### src/rtl/trivium_stream_ctrl_if.sv
// Requester-side handshake bundle for trivium_stream_ctrl: two byte requesters
// sharing one registered ciphertext return path.
interface trivium_stream_ctrl_if;
  logic       req0;
  logic       req1;
  logic [7:0] pt0;
  logic [7:0] pt1;
  logic       ack0;
  logic       ack1;
  logic [7:0] ct;

  modport master (output req0, req1, pt0, pt1, input ack0, ack1, ct);
  modport slave  (input req0, req1, pt0, pt1, output ack0, ack1, ct);
endinterface

### src/rtl/trivium_stream_ctrl.sv
// Sequences a Trivium keystream core (load, warm-up, 8-bit harvest) and serves
// two round-robin byte requesters. Define TRIVIUM_CTRL_REKEY_EN for automatic re-keying.
module trivium_stream_ctrl #(
  parameter int WARMUP_CYCLES = 1152,
  parameter int REKEY_BYTES   = 1024
) (
  input  logic                  clk,
  input  logic                  rst,
  input  logic                  start,
  output logic                  core_rst_n,
  output logic                  core_en,
  input  logic                  core_ks_bit,
  output logic                  ready,
  output logic                  busy,
  trivium_stream_ctrl_if.slave  bus
);

  localparam int CNT_W = ($clog2(WARMUP_CYCLES + 1) > 11) ? $clog2(WARMUP_CYCLES + 1) : 11;
  localparam logic [CNT_W-1:0] WARM_LAST  = CNT_W'(WARMUP_CYCLES - 1);
  localparam logic [CNT_W-1:0] EN_LAST    = CNT_W'(7);
  localparam logic [CNT_W-1:0] SHIFT_LAST = CNT_W'(8);

  if (WARMUP_CYCLES < 1) begin : g_bad_warmup
    $error("WARMUP_CYCLES must be at least 1");
  end
  if (REKEY_BYTES < 1) begin : g_bad_rekey
    $error("REKEY_BYTES must be at least 1");
  end

  typedef enum logic [2:0] {IDLE, LOAD, WARMUP, READY, SHIFT, RESPOND} state_t;

  state_t           state;
  logic [CNT_W-1:0] cnt;
  logic             prio1;   // set when req1 wins the next tie
  logic             gnt;
  logic             pick;
  logic [7:0]       pt_q;
  logic [6:0]       ks_sr;
  logic [7:0]       ct_next;

  assign pick    = bus.req1 && (!bus.req0 || prio1);
  assign ct_next = pt_q ^ {core_ks_bit, ks_sr};

`ifdef TRIVIUM_CTRL_REKEY_EN
  localparam int BC_W = ($clog2(REKEY_BYTES + 1) > 1) ? $clog2(REKEY_BYTES + 1) : 1;
  logic [BC_W-1:0] byte_cnt;
  logic            rekey_due;
  assign rekey_due = (byte_cnt == BC_W'(REKEY_BYTES - 1));
`endif

  always_ff @(posedge clk or negedge rst) begin
    if (!rst) begin
      // NOTE: every register, data latches included, is reset so ct and the core
      // controls are defined straight out of reset.
      state      <= IDLE;
      core_rst_n <= 1'b0;
      core_en    <= 1'b0;
      ready      <= 1'b0;
      busy       <= 1'b0;
      bus.ack0   <= 1'b0;
      bus.ack1   <= 1'b0;
      bus.ct     <= '0;
      cnt        <= '0;
      prio1      <= 1'b0;
      gnt        <= 1'b0;
      pt_q       <= '0;
      ks_sr      <= '0;
`ifdef TRIVIUM_CTRL_REKEY_EN
      byte_cnt   <= '0;
`endif
    end else begin
      // NOTE: non-blocking only; a later assignment in the taken branch overrides
      // these per-cycle defaults.
      core_rst_n <= 1'b1;
      bus.ack0   <= 1'b0;
      bus.ack1   <= 1'b0;
      bus.ct     <= '0;
      if (start && state != LOAD) begin
        state      <= LOAD;
        core_rst_n <= 1'b0;
        core_en    <= 1'b0;
        ready      <= 1'b0;
        busy       <= 1'b1;
`ifdef TRIVIUM_CTRL_REKEY_EN
        byte_cnt   <= '0;
`endif
      end else begin
        unique case (state)
          IDLE: ;
          LOAD: begin
            state   <= WARMUP;
            core_en <= 1'b1;
            cnt     <= '0;
          end
          WARMUP: begin
            if (cnt == WARM_LAST) begin
              state   <= READY;
              core_en <= 1'b0;
              ready   <= 1'b1;
              busy    <= 1'b0;
            end else begin
              cnt <= cnt + 1'b1;
            end
          end
          READY: begin
            if (bus.req0 || bus.req1) begin
              gnt     <= pick;
              prio1   <= !pick;
              pt_q    <= pick ? bus.pt1 : bus.pt0;
              state   <= SHIFT;
              core_en <= 1'b1;
              ready   <= 1'b0;
              busy    <= 1'b1;
              cnt     <= '0;
            end
          end
          SHIFT: begin
            // The shift in the first SHIFT cycle is garbage; seven later shifts flush it.
            ks_sr <= {core_ks_bit, ks_sr[6:1]};
            cnt   <= cnt + 1'b1;
            if (cnt == EN_LAST) core_en <= 1'b0;
            if (cnt == SHIFT_LAST) begin
              state    <= RESPOND;
              bus.ack0 <= !gnt;
              bus.ack1 <= gnt;
              bus.ct   <= ct_next;
            end
          end
          RESPOND: begin
`ifdef TRIVIUM_CTRL_REKEY_EN
            if (rekey_due) begin
              state      <= LOAD;
              core_rst_n <= 1'b0;
              byte_cnt   <= '0;
            end else begin
              state    <= READY;
              ready    <= 1'b1;
              busy     <= 1'b0;
              byte_cnt <= byte_cnt + 1'b1;
            end
`else
            state <= READY;
            ready <= 1'b1;
            busy  <= 1'b0;
`endif
          end
          default: begin
            state   <= IDLE;
            core_en <= 1'b0;
            ready   <= 1'b0;
            busy    <= 1'b0;
          end
        endcase
      end
    end
  end

endmodule

### src/flat_wrapper.sv
// flat-port wrapper written by rule: the top's interface ports become plain ports
module trivium_stream_ctrl_flat 
#(
  parameter int WARMUP_CYCLES = 1152,
  parameter int REKEY_BYTES   = 1024
)
  (clk, rst, start, core_rst_n, core_en, core_ks_bit, ready, busy, bus_req0, bus_req1, bus_pt0, bus_pt1, bus_ack0, bus_ack1, bus_ct);
  trivium_stream_ctrl_if bus_i ();
  input  logic clk;
  input  logic rst;
  input  logic start;
  output logic core_rst_n;
  output logic core_en;
  input  logic core_ks_bit;
  output logic ready;
  output logic busy;
  input wire logic [$bits(bus_i.req0)-1:0] bus_req0;
  input wire logic [$bits(bus_i.req1)-1:0] bus_req1;
  input wire logic [$bits(bus_i.pt0)-1:0] bus_pt0;
  input wire logic [$bits(bus_i.pt1)-1:0] bus_pt1;
  output wire logic [$bits(bus_i.ack0)-1:0] bus_ack0;
  output wire logic [$bits(bus_i.ack1)-1:0] bus_ack1;
  output wire logic [$bits(bus_i.ct)-1:0] bus_ct;
  assign bus_i.req0 = bus_req0;
  assign bus_i.req1 = bus_req1;
  assign bus_i.pt0 = bus_pt0;
  assign bus_i.pt1 = bus_pt1;
  assign bus_ack0 = bus_i.ack0;
  assign bus_ack1 = bus_i.ack1;
  assign bus_ct = bus_i.ct;
  trivium_stream_ctrl #(.WARMUP_CYCLES(WARMUP_CYCLES), .REKEY_BYTES(REKEY_BYTES)) u_core (.clk(clk), .rst(rst), .start(start), .core_rst_n(core_rst_n), .core_en(core_en), .core_ks_bit(core_ks_bit), .ready(ready), .busy(busy), .bus(bus_i));
endmodule
### config.mk
export PLATFORM = sky130hd
export DESIGN_NAME = trivium_stream_ctrl_flat
export DESIGN_NICKNAME = d
export VERILOG_FILES = /design/src/rtl/trivium_stream_ctrl_if.sv /design/src/rtl/trivium_stream_ctrl.sv /design/src/flat_wrapper.sv
export SDC_FILE = /design/constraint.sdc
export NUM_CORES = 1
export LEC_CHECK = 0
export BUFFER_PORTS_ARGS = -buffer_cell sky130_fd_sc_hd__buf_2
export CAP_MARGIN = 10
export CELL_PAD_IN_SITES_DETAIL_PLACEMENT = 0
export CELL_PAD_IN_SITES_GLOBAL_PLACEMENT = 2
export CORE_UTILIZATION = 36
export DETAILED_ROUTE_END_ITERATION = 16
export PLACE_DENSITY_LB_ADDON = 0.1
export SLEW_MARGIN = 20
export SYNTH_ARGS = -nofsm -noshare
export SYNTH_HDL_FRONTEND = slang
export SYNTH_SLANG_ARGS = --single-unit
### constraint.sdc
create_clock -name clk -period 2.1 [get_ports clk]
set_input_delay 0.63 -clock clk [delete_from_list [all_inputs] [get_ports clk]]
set_output_delay 0.63 -clock clk [all_outputs]
set_load 0.01 [all_outputs]
### Yosys cells after proc, flatten, opt, wreduce, memory -nomap -nowiden

Index checks and enable logic that the tools add are counted.

| word-level totals | value |
|---|---|
| register bits | 45 |
| bits in writable memories | 0 |
| logic and storage cells | 81 |
| memory bits (read-only) | 0 |
| bits of input ports | 22 |
| memories kept | 0 |
| latch bits | 0 |

| operators by class | value |
|---|---|
| $lt $le $gt $ge | 0 |
| shift-type cells | 0 |
| add/subtract/negate cells | 1 |
| multiply operators | 0 |
| reductions and logical operators | 17 |
| equal/unequal tests | 18 |
| bitwise gates (word level) | 2 |
| div/mod/pow operators | 0 |
| multiplexer cells | 30 |

Operators by type and width:

| operator | number |
|---|---|
| $pmux W11 S4 | 1 |
| $mux W8 | 4 |
| $mux W11 | 2 |
| $pmux W3 S6 | 1 |
| $mux W1 | 15 |
| $ne A3 B1 Y1 const B | 5 |
| $mux W3 | 4 |
| $reduce_and A4 Y1 | 3 |
| $add A11 B1 Y11 const B | 1 |
| $eq A11 B11 Y1 const B | 1 |
| $eq A11 B3 Y1 const B | 1 |
| $eq A11 B4 Y1 const B | 1 |
| $ne A2 B1 Y1 const B | 4 |
| $xor A8 B8 Y8 | 1 |
| $eq A3 B2 Y1 const B | 2 |
| $eq A3 B3 Y1 const B | 2 |
| $reduce_and A3 Y1 | 2 |
| $pmux W1 S5 | 1 |
| $pmux W1 S4 | 1 |
| $reduce_bool A4 Y1 | 1 |
| $eq A3 B1 Y1 const B | 1 |
| $logic_not A1 Y1 | 3 |
| $logic_not A3 Y1 | 1 |
| $pmux W1 S3 | 1 |
| other kinds (7) | 9 |

### Logic depth before layout (Yosys ltp)

| depth | value |
|---|---|
| depth after elaboration | 4 |
| gate-level depth with buffers | 6 |
| mapped depth without buffers | 6 |

### Worst setup path after synthesis

No wires, ideal clock.

| timing path | value |
|---|---|
| path type | input to register |
| start point | in start |
| end point | reg u_core.cnt[4] |
| arrival | 1.924 ns |
| setup slack | 0.098 ns |
| cell stages on the path | 6 |
| setup time | 0.077 ns |
| buffers on the path | 1 |
| cell sequence | buf_1 -> nor4b_4 -> nor2_2 -> a22o_4 -> or3_1 -> a21oi_1 |

| on the way | value |
|---|---|
| cells in the longest elaborated chain, start to end | 3 |

Ends and longest elaborated chain:

| item | line | text |
|---|---|---|
| start: declaration | flat_wrapper.sv:11 | `input logic start;` |
| $logic_and A1 B1 Y1 | trivium_stream_ctrl.sv:78 | `if (start && state != LOAD) begin` |
| $not A1 Y1 (no line) | n/a |  |
| $reduce_and A4 Y1 (no line) | n/a |  |
| end signal: assignment | trivium_stream_ctrl.sv:102 | `cnt <= cnt + 1'b1;` |
| end signal: assignment | trivium_stream_ctrl.sv:120 | `cnt <= cnt + 1'b1;` |
| end: declaration | trivium_stream_ctrl.sv:33 | `logic [CNT_W-1:0] cnt;` |

Every way passes these cells.
A chain may end at the register's enable or synchronous reset.

### Final worst setup path

| timing path | value |
|---|---|
| start point | reg u_core.cnt[7] |
| end point | reg u_core.cnt[5] |

| on the way | value |
|---|---|
| cells in the longest elaborated chain, start to end | 3 |

Ends and longest elaborated chain:

| item | line | text |
|---|---|---|
| $eq A11 B11 Y1 | trivium_stream_ctrl.sv:96 | `if (cnt == WARM_LAST) begin` |
| $ne A2 B2 Y1 (no line) | n/a |  |
| $reduce_and A4 Y1 (no line) | n/a |  |

Every way passes these cells.

==> flow_metrics.py <==
metrics = {
    "status": {
        "result_of_the_run": "finished clean",
    },
    "global_routing": {
        "first_global_vias": 1744,
        "globalRoute.totalOverflow": 0,
        "grt_start_max_net_pins": 46,
        "antenna_found_initial": 0,
        "global_route.usage.total": 0.174,
        "grt_pass1_wl_um": 8650,
    },
    "floorplanning": {
        "dieWidth_um": 81.2,
        "die_h_um": 81.2,
        "effective_utilization_at_floorplan": 0.377,
        "fp.dieArea_mm2": 0.00660,
        "core-area_mm2": 0.00599,
        "placementRows": 28,
        "design.portCount": 36,
    },
    "yosys": {
        "yosysSeqAreaShare": 0.498,
        "ys.warnings.count": 0,
        "yosysUniqueCellTypes": 43,
        "synth_cells": 218,
        "synth.ff_latch_count": 45,
        "post_synthesis_net_count": 243,
        "syn_area_per_cell_um2": 10.4,
        "netlist_area_mm2": 0.00226,
    },
    "timing": {
        "timing.final.crit_share": 0.928,
        "finalMaxSlewViolations": 0,
        "tightest_slew_ns": 0.568,
        "final_hold_viol_count": 0,
        "worst_clock_skew_ns": 0.00385,
        "unrepaired_setup_endpoints_after_global_routing": "no",
        "setup_viol_count_final": 0,
        "min_period_ns": 1.95,
        "fmax_mhz": 513,
        "headroom_to_the_max_slew_limit": 0.621,
    },
    "power_and_ir_drop": {
        "total_power_mw": 2.96,
        "p_switching_mw": 1.03,
        "power.ir.vdd_worst_mv": 0.418,
        "p_leak_nw": 1.30,
        "switching_share": 0.350,
        "relative_contribution_of_sequential_cells_to_total_power": 0.399,
        "gate_power_share": 0.373,
        "pwr_density_cell_mw_per_mm2": 1070,
        "clock_power_share": 0.228,
        "internal-power_mw": 1.92,
    },
    "placement": {
        "global_placer_s_final_weighted_congestion": 0.767,
        "post_dp_cell_area_mm2": 0.00265,
        "io_buffers": 35,
        "place_hpwl_um": 3470,
    },
    "clocking": {
        "htree_levels": 2,
        "clockBufferDepth": 2,
        "ctsResizeCount": 0,
        "cts_tree": "yes",
        "clk_latency_ns": 0.30,
        "cts.sinks": 45,
        "post_cts.repair.setup_buffers": 0,
        "clk_root_buffer_cell": "clkbuf_8",
        "numCtsBuffers": 5,
        "ctsHoldBuffers": 0,
        "clk_pin_slew_worst_paths_ns": 0.09,
    },
    "drt": {
        "detail_route.wl_per_cell_um": 14.1,
        "route.detailed.vias_per_inst": 5.03,
        "dr.first_iter.drc_count": 65,
        "detail_route.first_pass.iterations": 4,
        "antenna_left": 0,
        "overall_via_count_from_detail_route": 1756,
        "drt_drc_violations_left": 0,
        "wirelength_um": 4910,
    },
    "finish": {
        "syn2layout_area_growth_pct": 22.1,
        "fin_nets": 298,
        "final_core_util": 0.461,
        "final_layout_size_suffix_gt1_frac": 0.299,
        "insertedDiodeCount": 0,
        "final_cell_area_mm2": 0.00276,
        "final.fill_count": 565,
    },
    "setup_path": {
        "timing.critical_path.arrival_ns": 2.13,
        "critical_path.reg2reg.endpoint": "u_core.cnt[5]$_DFFE_PN0P_",
        "timing.critical_path.cells": "or3_1 > nor4_2 > a22o_4 > or2_4 > o31ai_2",
        "crit_family": "simple AND/OR/NAND/NOR gates",
        "critical_path.slowest_cell": "or3_1",
        "r2r_cells": 5,
        "crit_path_max_fanout": 9,
        "critPathBufInv": 0,
        "timing.critical_path.required_ns": 2.29,
        "path_class": "reg -> reg",
        "kind_of_capture_point_of_the_worst_setup_path": "register",
        "start_kind": "register",
        "setup.reg_to_reg.worst_slack_ns": 0.15,
        "timing.critical_path.slowest_cell_delay_ns": 0.47,
        "timing.rr.start": "u_core.cnt[7]$_DFFE_PN0P_",
    },
    "min_path": {
        "hp-class": "in -> async",
    },
    "run": {
        "number_of_max_cap_violations": 0,
    },
}
[synth_stat cells (all sizes together)]
cell / number / area share
dfrtp: 45 / 0.50
nor2: 33 / 0.056
a21oi: 14 / 0.036
o21ai: 14 / 0.031
xnor2: 11 / 0.043
mux2i: 9 / 0.040
buf: 8 / 0.019
mux2: 8 / 0.040
nand2: 8 / 0.013
inv: 7 / 0.012
nand3: 7 / 0.016
nand2b: 6 / 0.017
o31ai: 5 / 0.021
nand4: 4 / 0.011
nor2b: 4 / 0.011
nor3: 4 / 0.011
a211oi: 3 / 0.010
a21o: 3 / 0.010
ha: 3 / 0.017
or3: 3 / 0.0083
a22o: 2 / 0.012
nor4: 2 / 0.0083
nor4b: 2 / 0.017
o21bai: 2 / 0.0066
or4: 2 / 0.0066
a2111o: 1 / 0.0050
and3: 1 / 0.0028
and4: 1 / 0.0039
clkbuf: 1 / 0.0017
nor3b: 1 / 0.0033
o22ai: 1 / 0.0028
o311ai: 1 / 0.0039
o41ai: 1 / 0.0039
or2: 1 / 0.0039
[worst register-to-register path, delay by kind of cell (launching register included)]
kind	cells	cell delay [ns]
DFF	1	0.43
and+or+nand+nor	3	1.10
AOI/OAI and AO/OA	2	0.30
[kinds of logic after synthesis]
logic type / Yosys count / synth area share
DFF: 45 / 0.498
AOI/OAI and AO/OA: 47 / 0.142
muxes: 17 / 0.0797
and+or+nand+nor: 79 / 0.189
adders and majority gates: 3 / 0.0166
xor gates and xnor gates: 11 / 0.0426
buffers and inverters: 16 / 0.0321
[final cells by class]
cell class / count / area [um^2] / share of cell area
Sequential cell: 45 / 1130 / 0.408
Multi-Input combinational cell: 157 / 1060 / 0.385
Inverter: 7 / 26.3 / 0.00952
Clock buffer: 6 / 72.6 / 0.0263
Tap cell: 75 / 93.8 / 0.0340
Timing Repair Buffer: 57 / 340 / 0.123
Clock inverter: 2 / 38.8 / 0.0141
[worst max-delay path by stage]
stage | startpoint | end | slack (ns) | depth (start not counted)
3_5_place_dp | start | u_core.cnt[4]$_DFFE_PN0P_ | -0.02 | 6
4_1_cts | u_core.cnt[7]$_DFFE_PN0P_ | u_core.cnt[5]$_DFFE_PN0P_ | 0.16 | 5
3_3_place_gp | start | u_core.cnt[4]$_DFFE_PN0P_ | -0.001 | 6
2_1_floorplan | start | u_core.cnt[4]$_DFFE_PN0P_ | 0.1 | 6
5_1_grt | u_core.cnt[7]$_DFFE_PN0P_ | u_core.cnt[5]$_DFFE_PN0P_ | 0.06 | 5
6_report | u_core.cnt[7]$_DFFE_PN0P_ | u_core.cnt[5]$_DFFE_PN0P_ | 0.15 | 5
[placed cells by master, fill, tap and decap left out, drive strengths merged, types with 3 or more instances in the layout]
| cell | synthesis | routed |
|---|---|---|
| clkbuf | 1 | 6 |
| o21ai | 14 | 14 |
| o31ai | 5 | 5 |
| nor2 | 33 | 33 |
| nor3 | 4 | 4 |
| nand4 | 4 | 4 |
| nand3 | 7 | 7 |
| nor2b | 4 | 4 |
| mux2i | 9 | 9 |
| ha | 3 | 3 |
| a21o | 3 | 3 |
| a211oi | 3 | 3 |
| or3 | 3 | 3 |
| mux2 | 8 | 8 |
| nand2b | 6 | 6 |
| xnor2 | 11 | 11 |
| dfrtp | 45 | 45 |
| buf | 8 | 57 |
| a21oi | 14 | 14 |
| inv | 7 | 7 |
| nand2 | 8 | 8 |
[through the flow]
step	std cells	TNS, ns	setup WS [ns]	hold slack (ns)
after CTS	349	0	0.157	0.420
final	349	0	0.152	0.391
after global routing	349	0	0.0597	0.448
after global placement	341	-0.00141	-0.00141	0.407
after floorplan	218	0	0.0982	0.334
after detailed placement	341	-0.0334	-0.0160	0.412
[state kept, by name, summed over array words and instances, names as in the netlist, 3 cells and up]
register	count
u_core.cnt	11
u_core.bus.ct	8
u_core.pt_q	8
u_core.ks_sr	7
u_core.state	3
[routing by layer]
metal / GRT usage / wire length [um] / up-vias
li1: - / - / 877
met1: 0.248 / 2470 / 847
met2: 0.265 / 2240 / 27
met3: 0.0371 / 142 / 5
met4: 0.0482 / 53 / 0
met5: 0 / 0 / -
[power groups by stage]
stage / Combinational, mW / Sequential (mW) / Clock (mW)
detailed placement: 1.11 / 1.20 / 0
global route: 1.25 / 1.21 / 0.726
CTS: 1.12 / 1.18 / 0.694
global placement: 1.12 / 1.20 / 0
floorplan: 0.726 / 1.20 / 0
finish: 1.10 / 1.18 / 0.673
Power figures use the tool's default switching activity.
